File: config.mk
export PLATFORM = sky130hd
export DESIGN_NAME = pool2d_stream
export DESIGN_NICKNAME = d
export VERILOG_FILES = /design/src/rtl/pool_pkg.sv /design/src/rtl/pool_linebuf.sv /design/src/rtl/pool2d_stream.sv
export SDC_FILE = /design/constraint.sdc
export NUM_CORES = 1
export LEC_CHECK = 0
export ABC_CLOCK_PERIOD_IN_PS = 10500
export CAP_MARGIN = 25
export CORE_ASPECT_RATIO = 1.1
export CORE_MARGIN = 2
export CORE_UTILIZATION = 51
export DETAILED_ROUTE_END_ITERATION = 8
export GPL_ROUTABILITY_DRIVEN = 0
export PLACE_DENSITY = 0.64
export SETUP_SLACK_MARGIN = 0.02
export SLEW_MARGIN = 20
export SYNTH_ARGS = -nofsm -noshare
export SYNTH_HDL_FRONTEND = slang
export SYNTH_SLANG_ARGS = --single-unit
File: constraint.sdc
create_clock -name clk -period 10.5 [get_ports clk]
set_input_delay 2.1 -clock clk [delete_from_list [all_inputs] [get_ports clk]]
set_output_delay 2.1 -clock clk [all_outputs]
set_load 0.005 [all_outputs]
File: src/rtl/pool_pkg.sv
// ----------------------------------------------------------------------------
// pool_pkg
// Shared types and helpers for the streaming 2-D pooling stage.
//   pool_mode_t : reduction mode (POOL_MAX = 0, POOL_AVG = 1)
//   clog2       : ceiling log2, for sizing counters and address buses
//   acc_w       : accumulator width for a PW-bit pixel summed over a KxK window
//   combine     : one reduction step (max or add), evaluated at MAXW bits
// ----------------------------------------------------------------------------
package pool_pkg;

    // Widest accumulator the combine helper handles; callers extend into it.
    localparam int MAXW = 32;

    typedef enum logic {
        POOL_MAX = 1'b0,
        POOL_AVG = 1'b1
    } pool_mode_t;

    function automatic int clog2(input int v);
        int r;
        r = 0;
        for (int i = 0; i < 31; i++) begin
            if ((1 << i) < v) r = i + 1;
        end
        return r;
    endfunction

    // A KxK sum grows by at most 2*clog2(K) bits over a single pixel.
    function automatic int acc_w(input int pw, input int k);
        return pw + 2 * clog2(k);
    endfunction

    function automatic logic signed [MAXW-1:0] combine(
        input logic signed [MAXW-1:0] a,
        input logic signed [MAXW-1:0] b,
        input pool_mode_t             m
    );
        if (m == POOL_AVG) return a + b;
        return (a > b) ? a : b;
    endfunction

endpackage

File: src/rtl/pool_linebuf.sv
// ----------------------------------------------------------------------------
// pool_linebuf
// Holds one partially reduced value per pooled column while the rows of a
// window stream past. One combinational read port, one synchronous write port,
// both addressed by window column.
// Ports:
//   clk_i     in   clock
//   rst_ni    in   asynchronous active-low clear of every entry
//   we_i      in   write enable
//   waddr_i   in   write window column
//   wdata_i   in   write data
//   raddr_i   in   read window column
//   rdata_o   out  read data (combinational)
// ----------------------------------------------------------------------------
module pool_linebuf
    import pool_pkg::*;
#(
    parameter int DEPTH = 14,
    parameter int W     = 13,
    parameter int AW    = 4
) (
    input  logic          clk_i,
    input  logic          rst_ni,
    input  logic          we_i,
    input  logic [AW-1:0] waddr_i,
    input  logic [W-1:0]  wdata_i,
    input  logic [AW-1:0] raddr_i,
    output logic [W-1:0]  rdata_o
);

    logic [W-1:0] mem_q [DEPTH];

    always_ff @(posedge clk_i or negedge rst_ni) begin
        if (!rst_ni) begin
            for (int i = 0; i < DEPTH; i++) mem_q[i] <= '0;
        end else if (we_i) begin
            mem_q[waddr_i] <= wdata_i;
        end
    end

    assign rdata_o = mem_q[raddr_i];

endmodule

File: src/rtl/pool2d_stream.sv
// ----------------------------------------------------------------------------
// pool2d_stream
// Streaming non-overlapping KxK pooling over a DIM_W x DIM_H raster of signed
// pixels. Each window is reduced horizontally in a single register and
// vertically through a line buffer, producing one result per window one cycle
// after its bottom-right pixel is accepted. Columns/rows beyond the last full
// window are counted but ignored.
//
// Build option: define POOL_AVG_EN to enable runtime average mode (K must be 2
// or 4). Without it the mode input is ignored and only max pooling is built.
//
// Ports:
//   clk        in   clock, rising edge
//   reset      in   asynchronous reset, active LOW despite the name
//   in_valid   in   pxl_in accepted this cycle
//   pxl_in     in   signed pixel, PW bits
//   mode       in   0 = max, 1 = average; captured on a frame's first pixel
//   out_valid  out  one-cycle pulse, pool_out holds a new result
//   pool_out   out  signed pooled value, PW bits
//   frame_done out  one-cycle pulse after the frame's last pixel
// ----------------------------------------------------------------------------
module pool2d_stream
    import pool_pkg::*;
#(
    parameter int DIM_W = 28,
    parameter int DIM_H = 28,
    parameter int K     = 2,
    parameter int PW    = 9
) (
    input  logic                 clk,
    input  logic                 reset,
    input  logic                 in_valid,
    input  logic signed [PW-1:0] pxl_in,
    input  logic                 mode,
    output logic                 out_valid,
    output logic signed [PW-1:0] pool_out,
    output logic                 frame_done
);

    localparam int OW = DIM_W / K;
    localparam int OH = DIM_H / K;
`ifdef POOL_AVG_EN
    localparam int ACC   = acc_w(PW, K);
    localparam int SHIFT = 2 * clog2(K);
`else
    localparam int ACC   = PW;
`endif
    localparam int CW = clog2(DIM_W);
    localparam int RW = clog2(DIM_H);
    localparam int JW = (OW > 1) ? clog2(OW) : 1;
    localparam int KW = 2;

    if (K < 2 || K > 4 || K > DIM_W || K > DIM_H) begin : g_bad_k
        $error("pool2d_stream: K must be within 2..4 and not exceed the image size");
    end
    if (ACC > MAXW) begin : g_bad_acc
        $error("pool2d_stream: accumulator wider than the combine helper");
    end
`ifdef POOL_AVG_EN
    if (K == 3) begin : g_bad_avg_k
        $error("pool2d_stream: average mode needs K to be a power of two");
    end
`endif

    function automatic logic signed [ACC-1:0] comb_acc(
        input logic signed [ACC-1:0] a,
        input logic signed [ACC-1:0] b,
        input pool_mode_t            m
    );
        logic signed [MAXW-1:0] r;
        r = combine(MAXW'(a), MAXW'(b), m);
        return r[ACC-1:0];
    endfunction

`ifdef POOL_AVG_EN
    // Divide by K*K with floor toward minus infinity; the mean of PW-bit
    // pixels always fits back into PW bits.
    function automatic logic signed [PW-1:0] avg_scale(input logic signed [ACC-1:0] v);
        logic signed [ACC-1:0] s;
        s = v >>> SHIFT;
        return s[PW-1:0];
    endfunction
`endif

    logic [CW-1:0]          col_q, col_d;
    logic [RW-1:0]          row_q, row_d;
    logic [KW-1:0]          kcol_q, kcol_d, krow_q, krow_d;
    logic [JW-1:0]          wcol_q, wcol_d;
    logic signed [ACC-1:0]  hacc_q, hacc_d;
    logic                   out_valid_q, out_valid_d;
    logic signed [PW-1:0]   pool_out_q, pool_out_d;
    logic                   frame_done_q, frame_done_d;

    logic                   first_px, in_crop, lb_we;
    logic signed [ACC-1:0]  px_ext, hval, vval, lb_wdata, lb_rdata;
    pool_mode_t             mode_eff;

    assign first_px = (col_q == '0) && (row_q == '0);
    assign in_crop  = ({1'b0, col_q} < (CW+1)'(OW * K)) &&
                      ({1'b0, row_q} < (RW+1)'(OH * K));

`ifdef POOL_AVG_EN
    pool_mode_t mode_q;

    // The first pixel of a frame already uses the incoming mode.
    assign mode_eff = first_px ? pool_mode_t'(mode) : mode_q;

    always_ff @(posedge clk or negedge reset) begin
        if (!reset) begin
            mode_q <= POOL_MAX;
        end else if (in_valid && first_px) begin
            mode_q <= pool_mode_t'(mode);
        end
    end
`else
    logic unused_mode;
    assign unused_mode = mode;
    assign mode_eff    = POOL_MAX;
`endif

    assign px_ext = ACC'(pxl_in);
    // Window start loads the pixel as-is so all-negative windows stay negative.
    assign hval   = (kcol_q == '0) ? px_ext : comb_acc(hacc_q, px_ext, mode_eff);
    assign vval   = comb_acc(lb_rdata, hval, mode_eff);

    always_comb begin
        col_d        = col_q;
        row_d        = row_q;
        kcol_d       = kcol_q;
        krow_d       = krow_q;
        wcol_d       = wcol_q;
        hacc_d       = hacc_q;
        lb_we        = 1'b0;
        lb_wdata     = hval;
        out_valid_d  = 1'b0;
        pool_out_d   = pool_out_q;
        frame_done_d = 1'b0;

        if (in_valid) begin
            if (col_q == CW'(DIM_W - 1)) begin
                col_d  = '0;
                kcol_d = '0;
                wcol_d = '0;
                if (row_q == RW'(DIM_H - 1)) begin
                    row_d        = '0;
                    krow_d       = '0;
                    frame_done_d = 1'b1;
                end else begin
                    row_d  = row_q + 1'b1;
                    krow_d = (krow_q == KW'(K - 1)) ? '0 : krow_q + 1'b1;
                end
            end else begin
                col_d = col_q + 1'b1;
                if (kcol_q == KW'(K - 1)) begin
                    kcol_d = '0;
                    // Saturates on the last window so cropped columns stay in range.
                    if (wcol_q != JW'(OW - 1)) wcol_d = wcol_q + 1'b1;
                end else begin
                    kcol_d = kcol_q + 1'b1;
                end
            end

            if (in_crop) begin
                hacc_d = hval;
                if (kcol_q == KW'(K - 1)) begin
                    if (krow_q == '0) begin
                        lb_we    = 1'b1;
                        lb_wdata = hval;
                    end else if (krow_q == KW'(K - 1)) begin
                        out_valid_d = 1'b1;
`ifdef POOL_AVG_EN
                        pool_out_d  = (mode_eff == POOL_AVG) ? avg_scale(vval) : vval[PW-1:0];
`else
                        pool_out_d  = vval;
`endif
                    end else begin
                        lb_we    = 1'b1;
                        lb_wdata = vval;
                    end
                end
            end
        end
    end

    always_ff @(posedge clk or negedge reset) begin
        if (!reset) begin
            col_q        <= '0;
            row_q        <= '0;
            kcol_q       <= '0;
            krow_q       <= '0;
            wcol_q       <= '0;
            hacc_q       <= '0;
            out_valid_q  <= 1'b0;
            pool_out_q   <= '0;
            frame_done_q <= 1'b0;
        end else begin
            col_q        <= col_d;
            row_q        <= row_d;
            kcol_q       <= kcol_d;
            krow_q       <= krow_d;
            wcol_q       <= wcol_d;
            hacc_q       <= hacc_d;
            out_valid_q  <= out_valid_d;
            pool_out_q   <= pool_out_d;
            frame_done_q <= frame_done_d;
        end
    end

    pool_linebuf #(
        .DEPTH (OW),
        .W     (ACC),
        .AW    (JW)
    ) u_linebuf (
        .clk_i   (clk),
        .rst_ni  (reset),
        .we_i    (lb_we),
        .waddr_i (wcol_q),
        .wdata_i (lb_wdata),
        .raddr_i (wcol_q),
        .rdata_o (lb_rdata)
    );

    assign out_valid  = out_valid_q;
    assign pool_out   = pool_out_q;
    assign frame_done = frame_done_q;

endmodule

==> results of run 1 <==
layout by cell type, fill, tap and decap left out, types with 4 or more instances in the layout:
master | synthesis | final
nand3_1 | 17 | 17
a211oi_1 | 18 | 18
nor2_2 | 4 | 4
a21oi_1 | 24 | 24
nand4_1 | 4 | 4
o22ai_1 | 4 | 4
mux2_2 | 17 | 17
ha_1 | 24 | 24
nand2_1 | 182 | 182
nor3_1 | 7 | 7
o21ai_0 | 15 | 15
dfrtp_1 | 164 | 163
a211oi_2 | 4 | 4
inv_1 | 14 | 14
mux2i_1 | 16 | 16
o31ai_1 | 114 | 114
nor2_1 | 18 | 18
nand2b_1 | 7 | 7
clkdlybuf4s50_1 | 0 | 21
mux4_2 | 24 | 24
buf_4 | 5 | 9
clkbuf_16 | 0 | 17
and2_1 | 6 | 6
clkbuf_8 | 0 | 4
o21ai_1 | 22 | 22
a22oi_1 | 4 | 4
layout make-up:
class	instances	area (sq um)	area share
flip-flops and latches	164	4110	0.445
multi-input cells	570	3920	0.425
clock buffers	22	484	0.0525
repair buffers	33	312	0.0338
well taps	204	255	0.0277
clock inverters	10	97.6	0.0106
inverters	14	52.6	0.00569
worst max-delay path by stage:
stage	from	endpoint	slack (ns)	depth (start not counted)
finish	pxl_in[4]	u_linebuf.mem_q[58]$_DFFE_PN0P_	3.88	16
global route	pxl_in[4]	u_linebuf.mem_q[86]$_DFFE_PN0P_	3.62	16
CTS	pxl_in[4]	u_linebuf.mem_q[26]$_DFFE_PN0P_	3.88	16
detailed placement	pxl_in[4]	u_linebuf.mem_q[26]$_DFFE_PN0P_	3.46	16
global placement	pxl_in[8]	u_linebuf.mem_q[71]$_DFFE_PN0P_	3.58	15
floorplan	pxl_in[8]	u_linebuf.mem_q[15]$_DFFE_PN0P_	4.73	17
critical path, cell delays in order:
cell             delay, ns
clkdlybuf4s50_1       0.55
inv_1                 0.07
ha_1                  0.33
nand3_1               0.10
o21bai_1              0.18
a311oi_1              0.42
o21ai_1               0.11
buf_4                 0.23
a21oi_1               0.25
ha_1                  0.31
a211oi_1              0.25
nand2_1               0.16
o311ai_2              0.35
nand2_1               0.34
a211oi_2              0.93
o31ai_1               0.20
cells by family (layout without fill, tap and decap cells):
logic type / Yosys count / in the layout / share of synthesized area
flops: 164 / 164 / 0.491
compound gates: 226 / 226 / 0.189
mux: 57 / 57 / 0.107
xor+xnor: 2 / 2 / 0.00210
fa+ha+maj: 24 / 24 / 0.0359
buf+inv: 71 / 79 / 0.0401
simple gates: 261 / 261 / 0.134
routing by layer:
metal / wire [um] / track usage / share of wire
met3: 978 / 0.0426 / 0.048
met5: 0 / 0 / 0
met4: 416 / 0.0862 / 0.020
met2: 10400 / 0.416 / 0.51
met1: 8770 / 0.323 / 0.43
state kept, by name, indices dropped and copies added, names as in the netlist:
register,flops
frame_done,1
row_q,5
pool_out,9
krow_q,2
out_valid,1
kcol_q,2
u_linebuf.mem_q,126
wcol_q,4
col_q,5
hacc_q,9
power breakdown:
group	internal, mW	switching (mW)	total, mW
clock	0.353	0.251	0.603
combinational	0.466	0.634	1.10
sequential	0.878	0.146	1.02
through the flow:
stage                     setup WS [ns]  hold slack [ns]  instance area (sq um)  utilization  cells
final                              3.88            0.474                   9230        0.570   1017
after floorplan                    4.73            0.443                   8350            -    805
after CTS                          3.88            0.475                   9210        0.569   1016
after global placement             3.58            0.453                   8620        0.533    984
after detailed placement           3.46            0.462                   8620        0.533    984
after global routing               3.62            0.499                   9230        0.570   1017
==> metrics.csv, run 1 <==
stage,metric,value,unit
logic_synthesis,syn_nets,842,
min_path,hold_end,u_linebuf.mem_q[101]$_DFFE_PN0P_,
drt,drc,0,
power_and_ir_drop,p_leak,4.05,nW
power_and_ir_drop,pwr_density_cell,296,mW/mm^2
clock_network,cts_resized,0,
power_and_ir_drop,total_power,2.73,mW
timing,worst_pin_slew,1.07,ns
timing,min_period,6.62,ns
global_route,overflow,0,
global_route,grt_pass1_wl,33.4,mm
timing,setup_viol,0,
floorplanning,core_area,0.0162,sq mm
timing,finClkSkew,0.0127,ns
drt,drtIter0Drc,483,
outcome,status,"complete, no violations",
floorplanning,die_y,138,um
global_route,antenna_found_initial,0,
timing,maxSlewHeadroom,0.283,
logic_synthesis,synthArstFlopShare,1.00,
drt,postRouteAntennaNets,0,
timing,finalHoldViolCount,0,
logic_synthesis,synth_common_cells,"182 x nand2_1, 164 x dfrtp_1, 114 x o31ai_1",
global_route,grt_max_degree,89,
global_route,grt.total_usage,0.247,
finish,layout-drive-gt1-share,0.121,
min_path,hold_path.startpoint,u_linebuf.mem_q[101]$_DFFE_PN0P_,
logic_synthesis,synth_warnings,0,
clock_network,cts_tree,built,
timing,rsz0062_at_grt,no,
clock_network,clkTransAtPathRegs,0.06,ns
drt,via_count,6312,
logic_synthesis,yosysMostFrequentCell,nand2_1,
floorplanning,ios,24,
logic_synthesis,synth_flop_cell,dfrtp_1,
logic_synthesis,synth-seq-cells,164,
clock_network,cts_setup_buffers,0,
timing,fmax,151,MHz
clock_network,holdBufCountCts,0,
drt,wl_per_cell,20.2,um
flow_run,drv_cap,0,
timing,final_max_slew_viol_count,0,
clock_network,cts_root_buffer,clkbuf_16,
logic_synthesis,synth_top_cell_by_area,dfrtp_1,
setup_path,rr_worst_depth,13,
placement,hpwl,13.4,mm
setup_path,timing.rr.start,hacc_q[8]$_DFFE_PN0P_,
finish,nFillCells,1427,
floorplanning,floorplan.initialDensity,0.516,
setup_path,path_class,input port to flip-flop,
logic_synthesis,synth_edf_count,0,
setup_path,endpoint_kind,flip-flop,
power_and_ir_drop,peakVddDrop,0.000141,V
drt,routed_wirelength,20.6,mm
placement,portBuffers,22,
timing,period_share,0.631,
setup_path,critPathMaxFanout,24,
min_path,hold_class,flip-flop to flip-flop,
setup_path,rr_endpoint,u_linebuf.mem_q[58]$_DFFE_PN0P_,
min_path,whs_path_depth,2,
logic_synthesis,netlist_area,0.00835,sq mm
floorplanning,die_area,0.0174,sq mm
global_route,grt_pass1_vias,6280,
logic_synthesis,avgSynthCellArea,10.4,sq um
floorplanning,fp-row-count,49,
finish,syn_to_final_growth,10.5,%
setup_path,crit_arrival,6.89,ns
clock_network,h-tree-depth,4,
floorplanning,fp.dieW,126,um
clock_network,cts_buffer_depth,2,
setup_path,worstSetupStartpointType,input port,
clock_network,clock_sinks,164,
logic_synthesis,synth_top_area_frac,0.491,
logic_synthesis,netlist_top_cells_area,"dfrtp_1 49%, o31ai_1 10%, nand2_1 8.2%, mux4_2 6.5%, ha_1 3.6%",
setup_path,r2r_slack,5.69,ns
logic_synthesis,ys_seq_area_frac,0.491,
setup_path,cp.required,10.77,ns
logic_synthesis,synth.distinct_cells,49,
clock_network,clkLatencyLatePin,0.43,ns
logic_synthesis,netlist_instances,805,
finish,diodes,0,
drt,via_per_inst,6.21,
drt,firstDrtPassIters,5,
finish,final_nets,837,
clock_network,cts_buffers,17,
timing,tns,0,ns
Note: power is estimated with default switching activity, not from simulation.
==> inputs of run 2 (changes only) <==
--- a/config.mk
+++ b/config.mk
@@ -5,7 +5,7 @@
 export SDC_FILE = /design/constraint.sdc
 export NUM_CORES = 1
 export LEC_CHECK = 0
-export ABC_CLOCK_PERIOD_IN_PS = 10500
+export ABC_CLOCK_PERIOD_IN_PS = 6400
 export CAP_MARGIN = 25
 export CORE_ASPECT_RATIO = 1.1
 export CORE_MARGIN = 2
==> constraint.sdc (replaced) <==
create_clock -name clk -period 6.4 [get_ports clk]
set_input_delay 1.28 -clock clk [delete_from_list [all_inputs] [get_ports clk]]
set_output_delay 1.28 -clock clk [all_outputs]
set_load 0.005 [all_outputs]
==> run 2 against run 1 <==
Cell count is 0.29% higher. Combinational power is 60% higher. Clock power is 81% higher. Register-to-register slack worse by 4.2 ns. Clock skew is 0.00064 ns lower. Die area stayed put. Worst hold slack worse by 0.0018 ns. Count of clock-buffer cells in the layout is 2 lower. Design area is 0.57% higher. Total power is 68% higher. Largest power group unchanged.
==> metrics.csv, run 2 (synthesis results as in run 1) <==
stage,metric,value,unit,change
drt,drc,0,,unchanged
timing,worst_pin_slew,1.04,ns,-0.0383 ns
timing,setup_viol,0,,unchanged
clock_network,cts_resized,0,,unchanged
finish,finish.instance_area,0.00928,sq mm,+0.57%
setup_path,critPathTopFamily,compound AO/OA/AOI/OAI gates,,
finish,final_cell_mix,"182 x nand2_1, 163 x dfrtp_1, 114 x o31ai_1",,
setup_path,critPathMaxStageDelay,0.56,ns,-0.37 ns
power_and_ir_drop,seqPwrFrac,0.378,,+0.003
timing,tns,0,ns,unchanged
finish,syn_to_final_growth,11.1,%,
drt,wl_per_cell,20.6,um,+1.9%
setup_path,cp.required,6.72,ns,-4.05 ns
floorplanning,fp-row-count,49,,unchanged
global_route,grt.total_usage,0.250,,+0.00371
setup_path,endpoint_kind,flip-flop,,
drt,via_per_inst,6.27,,+1.0%
placement,placed_area,0.00864,sq mm,+0.17%
floorplanning,ios,24,,unchanged
timing,fmax,178,MHz,
drt,drtIter0Drc,528,,+9.3%
clock_network,clkLatencyLatePin,0.44,ns,about the same
timing,finClkSkew,0.0121,ns,-0.000637 ns
floorplanning,fp.dieW,126,um,unchanged
setup_path,critPathBufInv,4,,+1
clock_network,cts_buffers,17,,unchanged
power_and_ir_drop,pwr_density_cell,493,mW/mm^2,+67%
finish,largest-register,u_linebuf.mem_q,,
power_and_ir_drop,intPower,2.87,mW,+69%
power_and_ir_drop,p_clk_frac,0.238,,+0.017
finish,layout-drive-gt1-share,0.121,,+0.000782
clock_network,cts_buffer_depth,2,,unchanged
clock_network,clock_sinks,164,,unchanged
clock_network,h-tree-depth,4,,unchanged
global_route,overflow,0,,unchanged
clock_network,cts_root_buffer,clkbuf_16,,
power_and_ir_drop,peakVddDrop,0.000259,V,+84%
global_route,grt_pass1_vias,6350,,+1.1%
flow_run,drv_cap,0,,unchanged
placement,portBuffers,22,,unchanged
setup_path,crit_arrival,5.95,ns,-0.94 ns
drt,routed_wirelength,21.0,mm,+2.2%
timing,min_period,5.63,ns,
power_and_ir_drop,p_leak,4.08,nW,+0.72%
finish,largest_register_ffs,126,,unchanged
drt,postRouteAntennaNets,0,,unchanged
floorplanning,core_area,0.0162,sq mm,unchanged
finish,final_common_cell,nand2_1,,
drt,firstDrtPassIters,5,,unchanged
power_and_ir_drop,power_frac_comb,0.384,,-0.019
placement,hpwl,13.3,mm,-0.33%
drt,via_count,6396,,+1.3%
setup_path,critPathMaxFanout,24,,unchanged
setup_path,path_class,input port to flip-flop,,
outcome,status,"complete, no violations",,
global_route,grt_pass1_wl,33.9,mm,+1.5%
floorplanning,die_y,138,um,unchanged
timing,finalHoldViolCount,0,,unchanged
clock_network,clkTransAtPathRegs,0.06,ns,about the same
min_path,hold_class,flip-flop to flip-flop,,
timing,maxSlewHeadroom,0.308,,+0.0249
timing,period_share,0.880,,
finish,diodes,0,,unchanged
setup_path,worstSetupStartpointType,input port,,
timing,final_max_slew_viol_count,0,,unchanged
global_route,antenna_found_initial,0,,unchanged
setup_path,path_common_cell,ha_1,,
setup_path,cp_cell_sequence,"clkdlybuf4s50_1, inv_1, ha_1, nand3_1, o21bai_1, a311oi_1, o21ai_1, buf_4, a21oi_1, ha_1, a211oi_1, nand2_1, o311ai_2, and2_1, a31oi_1, buf_2, mux2_2",,
clock_network,holdBufCountCts,0,,unchanged
timing,rsz0062_at_grt,no,,
floorplanning,die_area,0.0174,sq mm,unchanged
power_and_ir_drop,p_sw_frac,0.373,,-0.00474
setup_path,cp_slowest_cell,clkdlybuf4s50_1,,
power_and_ir_drop,switchingPower,1.71,mW,+66%
floorplanning,floorplan.initialDensity,0.516,,unchanged
finish,nFillCells,1358,,-4.8%
finish,final_nets,840,,+0.36%
clock_network,cts_tree,built,,
clock_network,cts_setup_buffers,0,,unchanged
global_route,grt_max_degree,116,,+30%
## run 2: tightest hold or removal path, stage by stage (launching register included)
cell and delay, ns:
dfrtp_1 0.34, nand2_1 0.05, o31ai_1 0.05
## run 2: power groups by stage
| stage | Clock (mW) | Combinational, mW | Sequential, mW |
|---|---|---|---|
| after floorplan | 0 | 1.35 | 1.61 |
| after global placement | 0 | 1.69 | 1.71 |
| after detailed placement | 0 | 1.74 | 1.74 |
| after CTS | 1.10 | 1.75 | 1.73 |
| after global routing | 1.15 | 1.94 | 1.78 |
| final | 1.09 | 1.76 | 1.73 |
## run 2: per-layer routing
| layer | vias to the layer above | global-route usage | share of wire |
|---|---|---|---|
| met5 | - | 0 | 0 |
| met4 | 0 | 0.118 | 0.035 |
| met3 | 48 | 0.0573 | 0.062 |
| met2 | 214 | 0.398 | 0.48 |
| met1 | 3180 | 0.327 | 0.42 |
| li1 | 2954 | - | - |
## run 2: final cells by class
| class | instances | area (sq um) | share of cell area |
|---|---|---|---|
| Clock buffer | 20 | 447 | 0.0481 |
| Clock inverter | 12 | 179 | 0.0193 |
| Inverter | 14 | 52.6 | 0.00566 |
| Multi-Input combinational cell | 570 | 3920 | 0.422 |
| Sequential cell | 164 | 4110 | 0.442 |
| Tap cell | 204 | 255 | 0.0275 |
| Timing Repair Buffer | 36 | 327 | 0.0352 |
## run 2: per-stage QoR
step	hold slack, ns	cells	total power, mW	utilization	worst slack (ns)
finish	0.472	1020	4.58	0.573	0.770
global route	0.498	1020	4.87	0.573	0.519
CTS	0.475	1018	4.58	0.572	0.707
detailed placement	0.461	986	3.48	0.534	0.265
global placement	0.454	986	3.40	0.534	0.362
floorplan	0.443	805	2.97	-	1.45
## run 2: final timing paths
path | slack [ns] | depth (start not counted) | end | from
max | 0.77 | 17 | u_linebuf.mem_q[26]$_DFFE_PN0P_ | pxl_in[4]
min | 0.47 | 2 | u_linebuf.mem_q[96]$_DFFE_PN0P_ | u_linebuf.mem_q[96]$_DFFE_PN0P_
max reg2reg | 1.52 | 11 | u_linebuf.mem_q[110]$_DFFE_PN0P_ | wcol_q[0]$_DFFE_PN0P_
min reg2reg | 0.47 | 2 | u_linebuf.mem_q[96]$_DFFE_PN0P_ | u_linebuf.mem_q[96]$_DFFE_PN0P_
max in group asynchronous | 4.22 | 2 | u_linebuf.mem_q[9]$_DFFE_PN0P_ | reset
min in group asynchronous | 0.98 | 1 | out_valid$_DFF_PN0_ | reset
